[src/rtl/fifo_read_scheduler_if.sv]
// Request, configuration and grant signals between the FIFO bank and the read scheduler.
// The slave modport is the scheduler; the master modport is the FIFO bank / datapath side.
interface fifo_read_scheduler_if;
    logic [7:0] req;
    logic       cfg_we;
    logic [2:0] cfg_ch;
    logic [7:0] cfg_pri;
    logic       gnt_ack;
    logic [7:0] gnt;
    logic [2:0] gnt_idx;
    logic       gnt_valid;
    logic       busy;

    modport master (
        output req, cfg_we, cfg_ch, cfg_pri, gnt_ack,
        input  gnt, gnt_idx, gnt_valid, busy
    );

    modport slave (
        input  req, cfg_we, cfg_ch, cfg_pri, gnt_ack,
        output gnt, gnt_idx, gnt_valid, busy
    );
endinterface

[src/rtl/fifo_read_scheduler.sv]
// Read scheduler for an 8-channel FIFO bank: priority arbitration with aging, burst-bounded grants.
// state | meaning
// IDLE  | no grant; arbitrate among requesting channels each cycle
// BUSY  | grant held until the burst counter expires or the granted FIFO empties
module fifo_read_scheduler #(
    parameter int unsigned BURST_LEN = 4,
    parameter int unsigned AGE_MAX   = 15
) (
    input logic                  clk,
    input logic                  rst_n,
    fifo_read_scheduler_if.slave bus
);
    typedef enum logic {IDLE, BUSY} state_t;

    localparam logic [7:0] BURST_INIT = 8'(BURST_LEN);
    localparam logic [7:0] AGE_LIM    = 8'(AGE_MAX);

    state_t     state_q, state_d;
    logic [7:0] pri_q [8];
    logic [7:0] age_q [8];
    logic [7:0] age_d [8];
    logic [7:0] cnt_q, cnt_d;
    logic [7:0] gnt_q, gnt_d;
    logic [2:0] idx_q, idx_d;
    logic       valid_q, valid_d;

    logic [8:0] eff    [8];
    logic [8:0] l1_val [4];
    logic [2:0] l1_idx [4];
    logic [8:0] l2_val [2];
    logic [2:0] l2_idx [2];
    logic [2:0] win_idx;

    // Requesters always outrank idle channels; a starved channel jumps to the top value.
    always_comb begin
        for (int i = 0; i < 8; i++) begin
            if (!bus.req[i])
                eff[i] = 9'h000;
            else if (age_q[i] >= AGE_LIM)
                eff[i] = 9'h1FF;
            else
                eff[i] = {1'b1, pri_q[i]};
        end
    end

    always_comb begin
        for (int j = 0; j < 4; j++) begin
            if (eff[2*j] >= eff[2*j+1]) begin
                l1_val[j] = eff[2*j];
                l1_idx[j] = 3'(2*j);
            end else begin
                l1_val[j] = eff[2*j+1];
                l1_idx[j] = 3'(2*j+1);
            end
        end
        for (int k = 0; k < 2; k++) begin
            if (l1_val[2*k] >= l1_val[2*k+1]) begin
                l2_val[k] = l1_val[2*k];
                l2_idx[k] = l1_idx[2*k];
            end else begin
                l2_val[k] = l1_val[2*k+1];
                l2_idx[k] = l1_idx[2*k+1];
            end
        end
        win_idx = (l2_val[0] >= l2_val[1]) ? l2_idx[0] : l2_idx[1];
    end

    always_comb begin
        state_d = state_q;
        gnt_d   = gnt_q;
        idx_d   = idx_q;
        valid_d = valid_q;
        cnt_d   = cnt_q;
        age_d   = age_q;
        case (state_q)
            IDLE: begin
                if (|bus.req) begin
                    state_d = BUSY;
                    gnt_d   = 8'b1 << win_idx;
                    idx_d   = win_idx;
                    valid_d = 1'b1;
                    cnt_d   = BURST_INIT;
                    for (int i = 0; i < 8; i++) begin
                        if (3'(i) == win_idx)
                            age_d[i] = 8'd0;
                        else if (bus.req[i] && age_q[i] != 8'hFF)
                            age_d[i] = age_q[i] + 8'd1;
                    end
                end
            end
            BUSY: begin
                // An emptied FIFO or the last ack of the burst ends the grant.
                if (!bus.req[idx_q] || (bus.gnt_ack && cnt_q == 8'd1)) begin
                    state_d = IDLE;
                    gnt_d   = 8'd0;
                    valid_d = 1'b0;
                end else if (bus.gnt_ack) begin
                    cnt_d = cnt_q - 8'd1;
                end
            end
            default: state_d = IDLE;
        endcase
    end

    always_ff @(posedge clk or negedge rst_n) begin
        if (!rst_n) begin
            state_q <= IDLE;
            gnt_q   <= 8'd0;
            idx_q   <= 3'd0;
            valid_q <= 1'b0;
            cnt_q   <= 8'd0;
            for (int i = 0; i < 8; i++) age_q[i] <= 8'd0;
        end else begin
            state_q <= state_d;
            gnt_q   <= gnt_d;
            idx_q   <= idx_d;
            valid_q <= valid_d;
            cnt_q   <= cnt_d;
            age_q   <= age_d;
        end
    end

    always_ff @(posedge clk or negedge rst_n) begin
        if (!rst_n) begin
            for (int i = 0; i < 8; i++) pri_q[i] <= 8'd0;
        end else if (bus.cfg_we) begin
            pri_q[bus.cfg_ch] <= bus.cfg_pri;
        end
    end

    assign bus.gnt       = gnt_q;
    assign bus.gnt_idx   = idx_q;
    assign bus.gnt_valid = valid_q;
    assign bus.busy      = (state_q == BUSY);
endmodule

[src/flat_wrapper.sv]
// flat-port wrapper written by rule: the top's interface ports become plain ports
module fifo_read_scheduler_flat 
#(
    parameter int unsigned BURST_LEN = 4,
    parameter int unsigned AGE_MAX   = 15
)
  (clk, rst_n, bus_req, bus_cfg_we, bus_cfg_ch, bus_cfg_pri, bus_gnt_ack, bus_gnt, bus_gnt_idx, bus_gnt_valid, bus_busy);
  fifo_read_scheduler_if bus_i ();
  input logic clk;
  input logic rst_n;
  input wire logic [$bits(bus_i.req)-1:0] bus_req;
  input wire logic [$bits(bus_i.cfg_we)-1:0] bus_cfg_we;
  input wire logic [$bits(bus_i.cfg_ch)-1:0] bus_cfg_ch;
  input wire logic [$bits(bus_i.cfg_pri)-1:0] bus_cfg_pri;
  input wire logic [$bits(bus_i.gnt_ack)-1:0] bus_gnt_ack;
  output wire logic [$bits(bus_i.gnt)-1:0] bus_gnt;
  output wire logic [$bits(bus_i.gnt_idx)-1:0] bus_gnt_idx;
  output wire logic [$bits(bus_i.gnt_valid)-1:0] bus_gnt_valid;
  output wire logic [$bits(bus_i.busy)-1:0] bus_busy;
  assign bus_i.req = bus_req;
  assign bus_i.cfg_we = bus_cfg_we;
  assign bus_i.cfg_ch = bus_cfg_ch;
  assign bus_i.cfg_pri = bus_cfg_pri;
  assign bus_i.gnt_ack = bus_gnt_ack;
  assign bus_gnt = bus_i.gnt;
  assign bus_gnt_idx = bus_i.gnt_idx;
  assign bus_gnt_valid = bus_i.gnt_valid;
  assign bus_busy = bus_i.busy;
  fifo_read_scheduler #(.BURST_LEN(BURST_LEN), .AGE_MAX(AGE_MAX)) u_core (.clk(clk), .rst_n(rst_n), .bus(bus_i));
endmodule
[config.mk]
export PLATFORM = sky130hd
export DESIGN_NAME = fifo_read_scheduler_flat
export DESIGN_NICKNAME = d
export VERILOG_FILES = /design/src/rtl/fifo_read_scheduler_if.sv /design/src/rtl/fifo_read_scheduler.sv /design/src/flat_wrapper.sv
export SDC_FILE = /design/constraint.sdc
export NUM_CORES = 1
export LEC_CHECK = 0
export CAP_MARGIN = 20
export CORE_UTILIZATION = 58
export CTS_CLUSTER_DIAMETER = 120
export DETAILED_ROUTE_END_ITERATION = 10
export GPL_TIMING_DRIVEN = 0
export PLACE_DENSITY = 0.76
export REMOVE_ABC_BUFFERS = 1
export SYNTH_ARGS = -nofsm -noshare
export SYNTH_HDL_FRONTEND = slang
export SYNTH_SLANG_ARGS = --single-unit
[constraint.sdc]
create_clock -name clk -period 7.7 [get_ports clk]
set_input_delay 1.155 -clock clk [delete_from_list [all_inputs] [get_ports clk]]
set_output_delay 1.155 -clock clk [all_outputs]
set_load 0.01 [all_outputs]
==> impl_metrics.prom <==
# TYPE chip_impl_metric gauge
chip_impl_metric{name="worst_slew_slack_as_a_fraction_of_its_limit",unit="%"} 24.8
chip_impl_metric{name="cts.path.max_buffers",unit=""} 2
chip_impl_metric{name="max_freq",unit="GHz"} 0.137
chip_impl_metric{name="min_delay_path_depth",unit=""} 2
chip_impl_metric{name="die-width",unit="um"} 129
chip_impl_metric{name="io_buffers",unit=""} 35
chip_impl_metric{name="routed-via-count",unit=""} 7663
chip_impl_info{name="status",value="complete, no violations"} 1
chip_impl_metric{name="stdcell_area",unit="sq um"} 10700
chip_impl_info{name="crit_slowest_cell",value="sky130_fd_sc_hd__clkdlybuf4s50_1"} 1
chip_impl_metric{name="static_power_due_to_leakage",unit="uW"} 0.00481
chip_impl_metric{name="insertion_delay",unit="ns"} 0.43
chip_impl_metric{name="syn_area_per_cell",unit="sq um"} 9.56
chip_impl_metric{name="worst_clock_skew",unit="ns"} 0.00655
chip_impl_metric{name="grt_antenna_before_repair",unit=""} 0
chip_impl_metric{name="critical_path.max_fanout",unit=""} 15
chip_impl_metric{name="period_share",unit="%"} 95.0
chip_impl_metric{name="reg2reg_depth",unit=""} 25
chip_impl_info{name="synth.area.top_cells",value="sky130_fd_sc_hd__dfrtp_1, sky130_fd_sc_hd__ha_1, sky130_fd_sc_hd__mux2_2"} 1
chip_impl_metric{name="ir_worst_vdd",unit="uV"} 338
chip_impl_metric{name="critical_path_data_required_time",unit="ns"} 8.01
chip_impl_info{name="worst_hold_startpoint",value="u_core.bus.gnt_valid"} 1
chip_impl_metric{name="post_synth_instance_area",unit="sq um"} 9420
chip_impl_metric{name="floorplan.rows",unit=""} 46
chip_impl_metric{name="synth_enable_flop_cells",unit=""} 0
chip_impl_metric{name="place.gp.congestion",unit=""} 0.897
chip_impl_info{name="timing.critical_path.from",value="bus_req[3]"} 1
chip_impl_metric{name="setup_viol",unit=""} 0
chip_impl_info{name="tritoncts",value="yes"} 1
chip_impl_metric{name="ratio_of_cells_with_drive_above_1_in_the_final_layout",unit="%"} 15.2
chip_impl_metric{name="yosysSeqAreaShare",unit="%"} 39.6
chip_impl_metric{name="wire_length_of_the_first_global_routing_pass",unit="mm"} 35.0
chip_impl_metric{name="worst_pin_slew",unit="ns"} 1.12
chip_impl_metric{name="dr.first_iter.drc_count",unit=""} 506
chip_impl_info{name="synth.most_common_cell",value="sky130_fd_sc_hd__dfrtp_1"} 1
chip_impl_metric{name="numClockSinks",unit=""} 149
chip_impl_info{name="holdCritPathClass",value="reg2reg"} 1
chip_impl_metric{name="synth.distinct_cells",unit=""} 66
chip_impl_metric{name="post-place-ws",unit="ns"} -0.448
chip_impl_info{name="timing_worst_setup_path_type",value="in2reg"} 1
chip_impl_metric{name="numCtsBuffers",unit=""} 17
chip_impl_metric{name="final_ws_setup",unit="ns"} 0.388
chip_impl_metric{name="drcViolationCount",unit=""} 0
chip_impl_metric{name="detailed_route_wire_length",unit="mm"} 21.9
chip_impl_metric{name="synth_top_area_share",unit="%"} 39.6
chip_impl_metric{name="synthToLayoutAreaGrowth",unit="%"} 13.8
chip_impl_metric{name="power_density",unit="nW/um^2"} 413
chip_impl_metric{name="hpwl",unit="mm"} 14.9
chip_impl_metric{name="clock_tree.htree_level_count",unit=""} 4
chip_impl_metric{name="floorplan.die_area",unit="sq um"} 16800
chip_impl_metric{name="vias_in_the_first_global_route",unit=""} 7068
chip_impl_metric{name="die_height",unit="um"} 129
chip_impl_metric{name="detail_route.vias_per_cell",unit=""} 6.14
chip_impl_metric{name="drv.max_cap_violation_count",unit=""} 0
chip_impl_info{name="timing.critical_path.to_type",value="register"} 1
chip_impl_metric{name="yosys_register_bits",unit=""} 149
chip_impl_info{name="regToRegStartpoint",value="u_core.age_q[56]"} 1
chip_impl_metric{name="grt_max_degree",unit=""} 80
chip_impl_metric{name="timing.hold.ws",unit="ns"} 0.471
chip_impl_metric{name="cts_hold_buffers",unit=""} 0
chip_impl_metric{name="route.detailed.wl_per_inst",unit="um"} 17.5
chip_impl_metric{name="global_route.usage.total",unit="%"} 27.3
chip_impl_metric{name="netlist_instances",unit=""} 985
chip_impl_info{name="worstSetupStartpointType",value="input port"} 1
chip_impl_metric{name="antenna_violation_net_count_after_detailed_routing",unit=""} 0
chip_impl_metric{name="layout.nets",unit=""} 1119
chip_impl_info{name="cts_root_buffer",value="sky130_fd_sc_hd__clkbuf_16"} 1
chip_impl_metric{name="design.core.area",unit="sq um"} 15900
chip_impl_metric{name="drt-pass1-iter-count",unit=""} 5
chip_impl_metric{name="placement.cell_area",unit="sq um"} 9990
chip_impl_metric{name="final-hold-violation-count",unit=""} 0
chip_impl_metric{name="timing.final.max_slew_violations",unit=""} 0
chip_impl_metric{name="n_antenna_cell",unit=""} 0
chip_impl_metric{name="synthesis.yosys.warnings",unit=""} 0
chip_impl_info{name="synth.largest_area_cell",value="sky130_fd_sc_hd__dfrtp_1"} 1
chip_impl_metric{name="crit_path_max_incr_delay",unit="ns"} 0.76
chip_impl_info{name="crit_path_cell_trace",value="clkdlybuf4s50_1 > inv_1 > nor2_1 > ha_1 > nand2b_1 > a41oi_1 > nor3b_1 > nor4_4 > buf_4 > mux2_2 > ha_1 > a41oi_1 > nor3b_1 > nor3_4 > buf_6 > nor2_1 > a21oi_1 > ha_1 > a21o_1 > o41a_4 > or3_1 > nor2_1 > o22ai_1"} 1
chip_impl_info{name="setup_repair_after_global_routing_missed_its_margin",value="no"} 1
chip_impl_metric{name="crit_arrival",unit="ns"} 7.62
chip_impl_metric{name="top_level_ports",unit=""} 36
chip_impl_info{name="post_synth_most_frequent_cells",value="sky130_fd_sc_hd__dfrtp_1, sky130_fd_sc_hd__o21ai_0, sky130_fd_sc_hd__nand2_1, sky130_fd_sc_hd__mux2_2, sky130_fd_sc_hd__ha_1"} 1
chip_impl_metric{name="proportion_of_register_bits_with_asynchronous_set_or_reset_after_synthesis",unit="%"} 100
chip_impl_info{name="ys_dominant_reg_cell",value="sky130_fd_sc_hd__dfrtp_1"} 1
chip_impl_metric{name="final_period_minus_worst_setup_slack",unit="ns"} 7.31
chip_impl_metric{name="clk_pin_slew",unit="ns"} 0.06
chip_impl_metric{name="initial_utilization",unit="%"} 59.3
chip_impl_metric{name="grt_overflow",unit=""} 0
[critical path, delay by kind of cell]
kind,cells,cell delay (ns)
buf+inv,4,1.38
fa+ha+maj,3,0.86
compound gates,6,1.55
mux,1,0.37
simple gates,9,2.27
[final timing paths]
check	slack (ns)	end
max in group asynchronous	6.16	u_core.pri_q[61]
worst min-delay path	0.47	u_core.bus.gnt_valid
worst max-delay path	0.39	u_core.age_q[23]
worst min register to register	0.47	u_core.bus.gnt_valid
worst max register to register	0.74	u_core.age_q[23]
min in group asynchronous	0.74	u_core.cnt_q[2]
[through the flow]
stage | setup TNS (ns) | instances | power (uW) | util [%]
5_1_grt | 0 | 1248 | 4730 | 67.4
2_1_floorplan | 0 | 949 | 2760 | -
4_1_cts | 0 | 1239 | 4310 | 66.9
6_report | 0 | 1248 | 4420 | 67.4
3_5_place_dp | -11.20 | 1207 | 3400 | 62.9
3_3_place_gp | -201.05 | 1200 | 3290 | 62.2
[power breakdown]
part | switching (uW) | internal [uW] | leakage [uW]
clock | 337 | 536 | 0.000296
sequential | 175 | 990 | 0.00189
combinational | 1400 | 985 | 0.00263
[layout make-up]
type / count / area, sq um
tap: 216 / 270
sequential: 149 / 3730
inverter: 44 / 165
clock inverter: 11 / 149
fill: 1267 / 5170
multi-input combinational: 756 / 5420
timing repair buffer: 51 / 510
clock buffer: 21 / 470
[cell usage in the layout (no fill, tap or decap), types with 11 or more instances in the layout]
cell	synthesis	layout
sky130_fd_sc_hd__clkdlybuf4s50_1	0	34
sky130_fd_sc_hd__dfrtp_1	149	149
sky130_fd_sc_hd__clkbuf_16	0	17
sky130_fd_sc_hd__nand2b_1	16	15
sky130_fd_sc_hd__a21oi_1	36	36
sky130_fd_sc_hd__nor2_1	67	67
sky130_fd_sc_hd__nor4_1	14	14
sky130_fd_sc_hd__inv_1	43	43
sky130_fd_sc_hd__nand2_1	89	89
sky130_fd_sc_hd__nand3_1	45	44
sky130_fd_sc_hd__mux2_2	82	82
sky130_fd_sc_hd__a21o_1	18	18
sky130_fd_sc_hd__nor3_1	16	13
sky130_fd_sc_hd__o21ai_0	108	108
sky130_fd_sc_hd__mux2i_1	19	19
sky130_fd_sc_hd__and3_1	15	15
sky130_fd_sc_hd__ha_1	77	77
sky130_fd_sc_hd__xnor2_1	11	11
sky130_fd_sc_hd__nand4_1	13	13
[kinds of logic after synthesis]
| logic type | Yosys count | synth area share, % |
|---|---|---|
| compound gates | 243 | 16.1 |
| mux | 103 | 12.3 |
| buf+inv | 80 | 3.37 |
| fa+ha+maj | 77 | 10.2 |
| xor+xnor | 13 | 1.21 |
| flops | 149 | 39.6 |
| simple gates | 320 | 17.2 |
[what timing repair did]
| item | 4_1_cts | 5_1_grt |
|---|---|---|
| pin swaps | 0 | 2 |
| cloned | 0 | 0 |
| setup buffers | 0 | 9 |
| setup endpoints to repair | 6 | 47 |
| gates resized for setup | 1 | 5 |
[sequential cells by signal, summed over array words and instances, names as in the netlist]
name	count
u_core.bus.gnt	8
u_core.cnt_q	8
u_core.bus.gnt_valid	1
u_core.bus.gnt_idx	3
u_core.pri_q	64
u_core.age_q	64
u_core.bus.busy	1
[layer usage]
metal	wire length, um	track usage (%)	vias to the layer above
met4	431	8.48	0
met3	1010	5.28	39
li1	-	-	3704
met5	0	0	-
met2	10300	44.6	189
met1	10100	36.8	3731
(Power assumes the default switching activity.)
==> variant (config.mk and constraints unchanged) <==
Reset style: synchronous (`rst_n`), changed in 2 clocked blocks.
--- a/src/rtl/fifo_read_scheduler.sv
+++ b/src/rtl/fifo_read_scheduler.sv
@@ -103,5 +103,5 @@
     end
 
-    always_ff @(posedge clk or negedge rst_n) begin
+    always_ff @(posedge clk) begin
         if (!rst_n) begin
             state_q <= IDLE;
@@ -121,5 +121,5 @@
     end
 
-    always_ff @(posedge clk or negedge rst_n) begin
+    always_ff @(posedge clk) begin
         if (!rst_n) begin
             for (int i = 0; i < 8; i++) pri_q[i] <= 8'd0;
Check against the original RTL: differs if rst_n is asserted again (counterexample within 4 cycles, from zero or initial values and one cycle with rst_n low); with rst_n held inactive, the same outputs for 4 cycles.
==> variant against the original RTL <==
  * Design area is 2.4% higher
  * Critical path depth stayed put
  * Global-route usage is 0.68 points higher
  * Register-to-register slack better by 70 ps
  * Clock skew is 7.6 ps higher
  * Routed wire length is 5.6% higher
  * Count of clock-buffer cells in the layout is 2 higher
  * Area after synthesis is 2.6% higher
  * Setup slack better by 79 ps
  * Fmax is 1.1% higher
  * Sequential cell count stayed put
  * Largest cell class unchanged
  * Highest routed layer unchanged
Power is not compared: it rests on default switching activity, and its combinational part moved more than twofold at a synthesized area within 25%.
==> variant: results (changes against the original RTL) <==
Outcome
  – Status: finished, final reports clean

STA
  – Max_slew headroom: 0.287 (+0.0387)
  – Layout Skew: 14.2 ps (+7.62 ps)

Setup path
  – Standard cell with the maximum stage delay on the critical path: sky130_fd_sc_hd__clkdlybuf4s50_1
  – Cell depth of the worst flop-to-flop path: 24 (-4.0%)
  – Worst path max stage delay: 720 ps (-40 ps)
  – CP arrival: 7540 ps (-80 ps)
  – Maximum fanout along the worst path: 18 (+3)
  – Largest delay contributor family on the critical path: compound AO/OA/AOI/OAI gates

Layout
  – Fraction of layout cells with a size suffix above 1: 0.0797 (-0.0724)
  – Registers with the most flip-flops: u_core.age_q (64), u_core.pri_q (64)
  – Final cell count without fillers: 1358 (+8.8%)
  – Net count reported at finish: 1230 (+9.9%)
  – Number of fillers in the final layout: 1274 (+0.55%)

CTS
  – CTS max path bufs: 2 (unchanged)
  – Clk Tree Root Cell: sky130_fd_sc_hd__clkbuf_16
  – Number of buffers created by CTS: 17 (unchanged)

GRT
  – Largest net degree at the start of global routing: 51 (-36%)
  – Remaining Overflow, GRT: 0 (unchanged)
  – First-pass GRT wire length: 36.9 mm (+5.3%)
  – All-layer global routing usage: 0.280 (+0.00683)
  – Vias in the first global route: 7411 (+4.9%)

Routing
  – Iter 0 DRT Violations: 658 (+30%)
  – Router iterations before antenna repair: 5 (unchanged)
  – Via count normalized by instance count: 6.13 (-0.18%)
  – Wirelength, routed: 23.1 mm (+5.6%)

Logic synthesis
  – Number of library cell types mapped by synthesis: 70 (+6.1%)
  – Fraction of the yosys area taken by sequential cells: 0.375 (-0.0208)
  – Cell count after synthesis: 1101 (+12%)
  – Number of synthesized flops with an enable pin: 64 (+64)
  – Ranking of synthesized cells by instance count: sky130_fd_sc_hd__nand2_1, sky130_fd_sc_hd__o21ai_0, sky130_fd_sc_hd__dfxtp_1
  – Top post-synthesis cells by area: sky130_fd_sc_hd__edfxtp_1, sky130_fd_sc_hd__dfxtp_1, sky130_fd_sc_hd__ha_1
  – Flip-flop cell with the highest count after synthesis: sky130_fd_sc_hd__dfxtp_1
  – Share of flip-flops with an asynchronous set or reset: 0 (-1.00)

Placed design
  – DP Cell Count: 1315 (+8.9%)
  – Final GP Congestion: 0.860 (-4.2%)
  – DPL Wire Length: 16.2 mm (+8.4%)

Power
  – IR Drop Worst-Case VDD: 228 uV

Hold path
  – Hold path cells: 2 (unchanged)
==> variant: cell count changes after synthesis, sizes merged, moves of 13 or more <==
cell	unedited run	this run
dfxtp	0	85
o22ai	10	23
o21ai	112	96
clkbuf	27	40
and2	4	72
dfrtp	149	0
nand2	89	123
mux2	82	18
o21a	4	18
edfxtp	0	64
==> variant: worst paths after layout <==
check	start	to	slack [ps]
worst min register to register	u_core.bus.gnt[7]	u_core.bus.gnt[7]	460
worst max register to register	u_core.age_q[8]	u_core.age_q[39]	810
worst max-delay path	bus_req[0]	u_core.age_q[39]	470
worst min-delay path	u_core.bus.gnt[7]	u_core.bus.gnt[7]	460
==> variant: routing by layer <==
layer  global-route usage  wire, um  up-vias
li1                     -         -     4105
met1                0.370     10700     3942
met2                0.467     10900      246
met3               0.0450      1180       30
met4               0.0920       333        0
met5                    0         0        -
==> variant: logic make-up (layout without fill, tap and decap cells) <==
group                    Yosys count  count (layout)  synth area share
buffers and inverters             99             140            0.0398
AND/OR/NAND/NOR                  426             426             0.223
multiplexers                      41              41            0.0474
adder cells (fa/ha/maj)           77              77            0.0997
flip-flops                       149             149             0.375
XOR/XNOR                          21              21            0.0190
AO/OA/AOI/OAI                    288             288             0.196
==> variant: through the flow <==
stage	area, sq um	util	power, uW	worst slack [ps]
6_report	11000	0.683	2610	467
2_1_floorplan	9480	-	1480	-64.1
3_5_place_dp	10200	0.638	1740	-1550
5_1_grt	11000	0.683	2730	69.9
4_1_cts	10900	0.677	2560	82.4
3_3_place_gp	10100	0.629	1710	-2720
==> variant: final cells by class <==
cell class,count,area (sq um),share of cell area
clock inverter,8,72.6,0.00662
tap,216,270,0.0246
timing repair buffer,55,551,0.0502
multi-input combinational,853,5760,0.525
sequential,149,3620,0.330
clock buffer,23,492,0.0448
inverter,54,203,0.0185
==> variant: timing repair <==
item / in CTS / in global routing
endpoints found under the hold margin: 0 / 0
setup endpoints to repair: 74 / 43
pin swaps: 2 / 2
hold buffers: 0 / 0
gates resized for setup: 8 / 11
setup buffers: 5 / 4
gates cloned: 0 / 0
==> variant: power by group <==
group	internal, uW	total, uW	leakage, uW	switching, uW
registers	887	938	0.00130	50.8
clock network	480	809	0.000284	329
logic	333	859	0.00292	526
total	1700	2610	0.00451	906
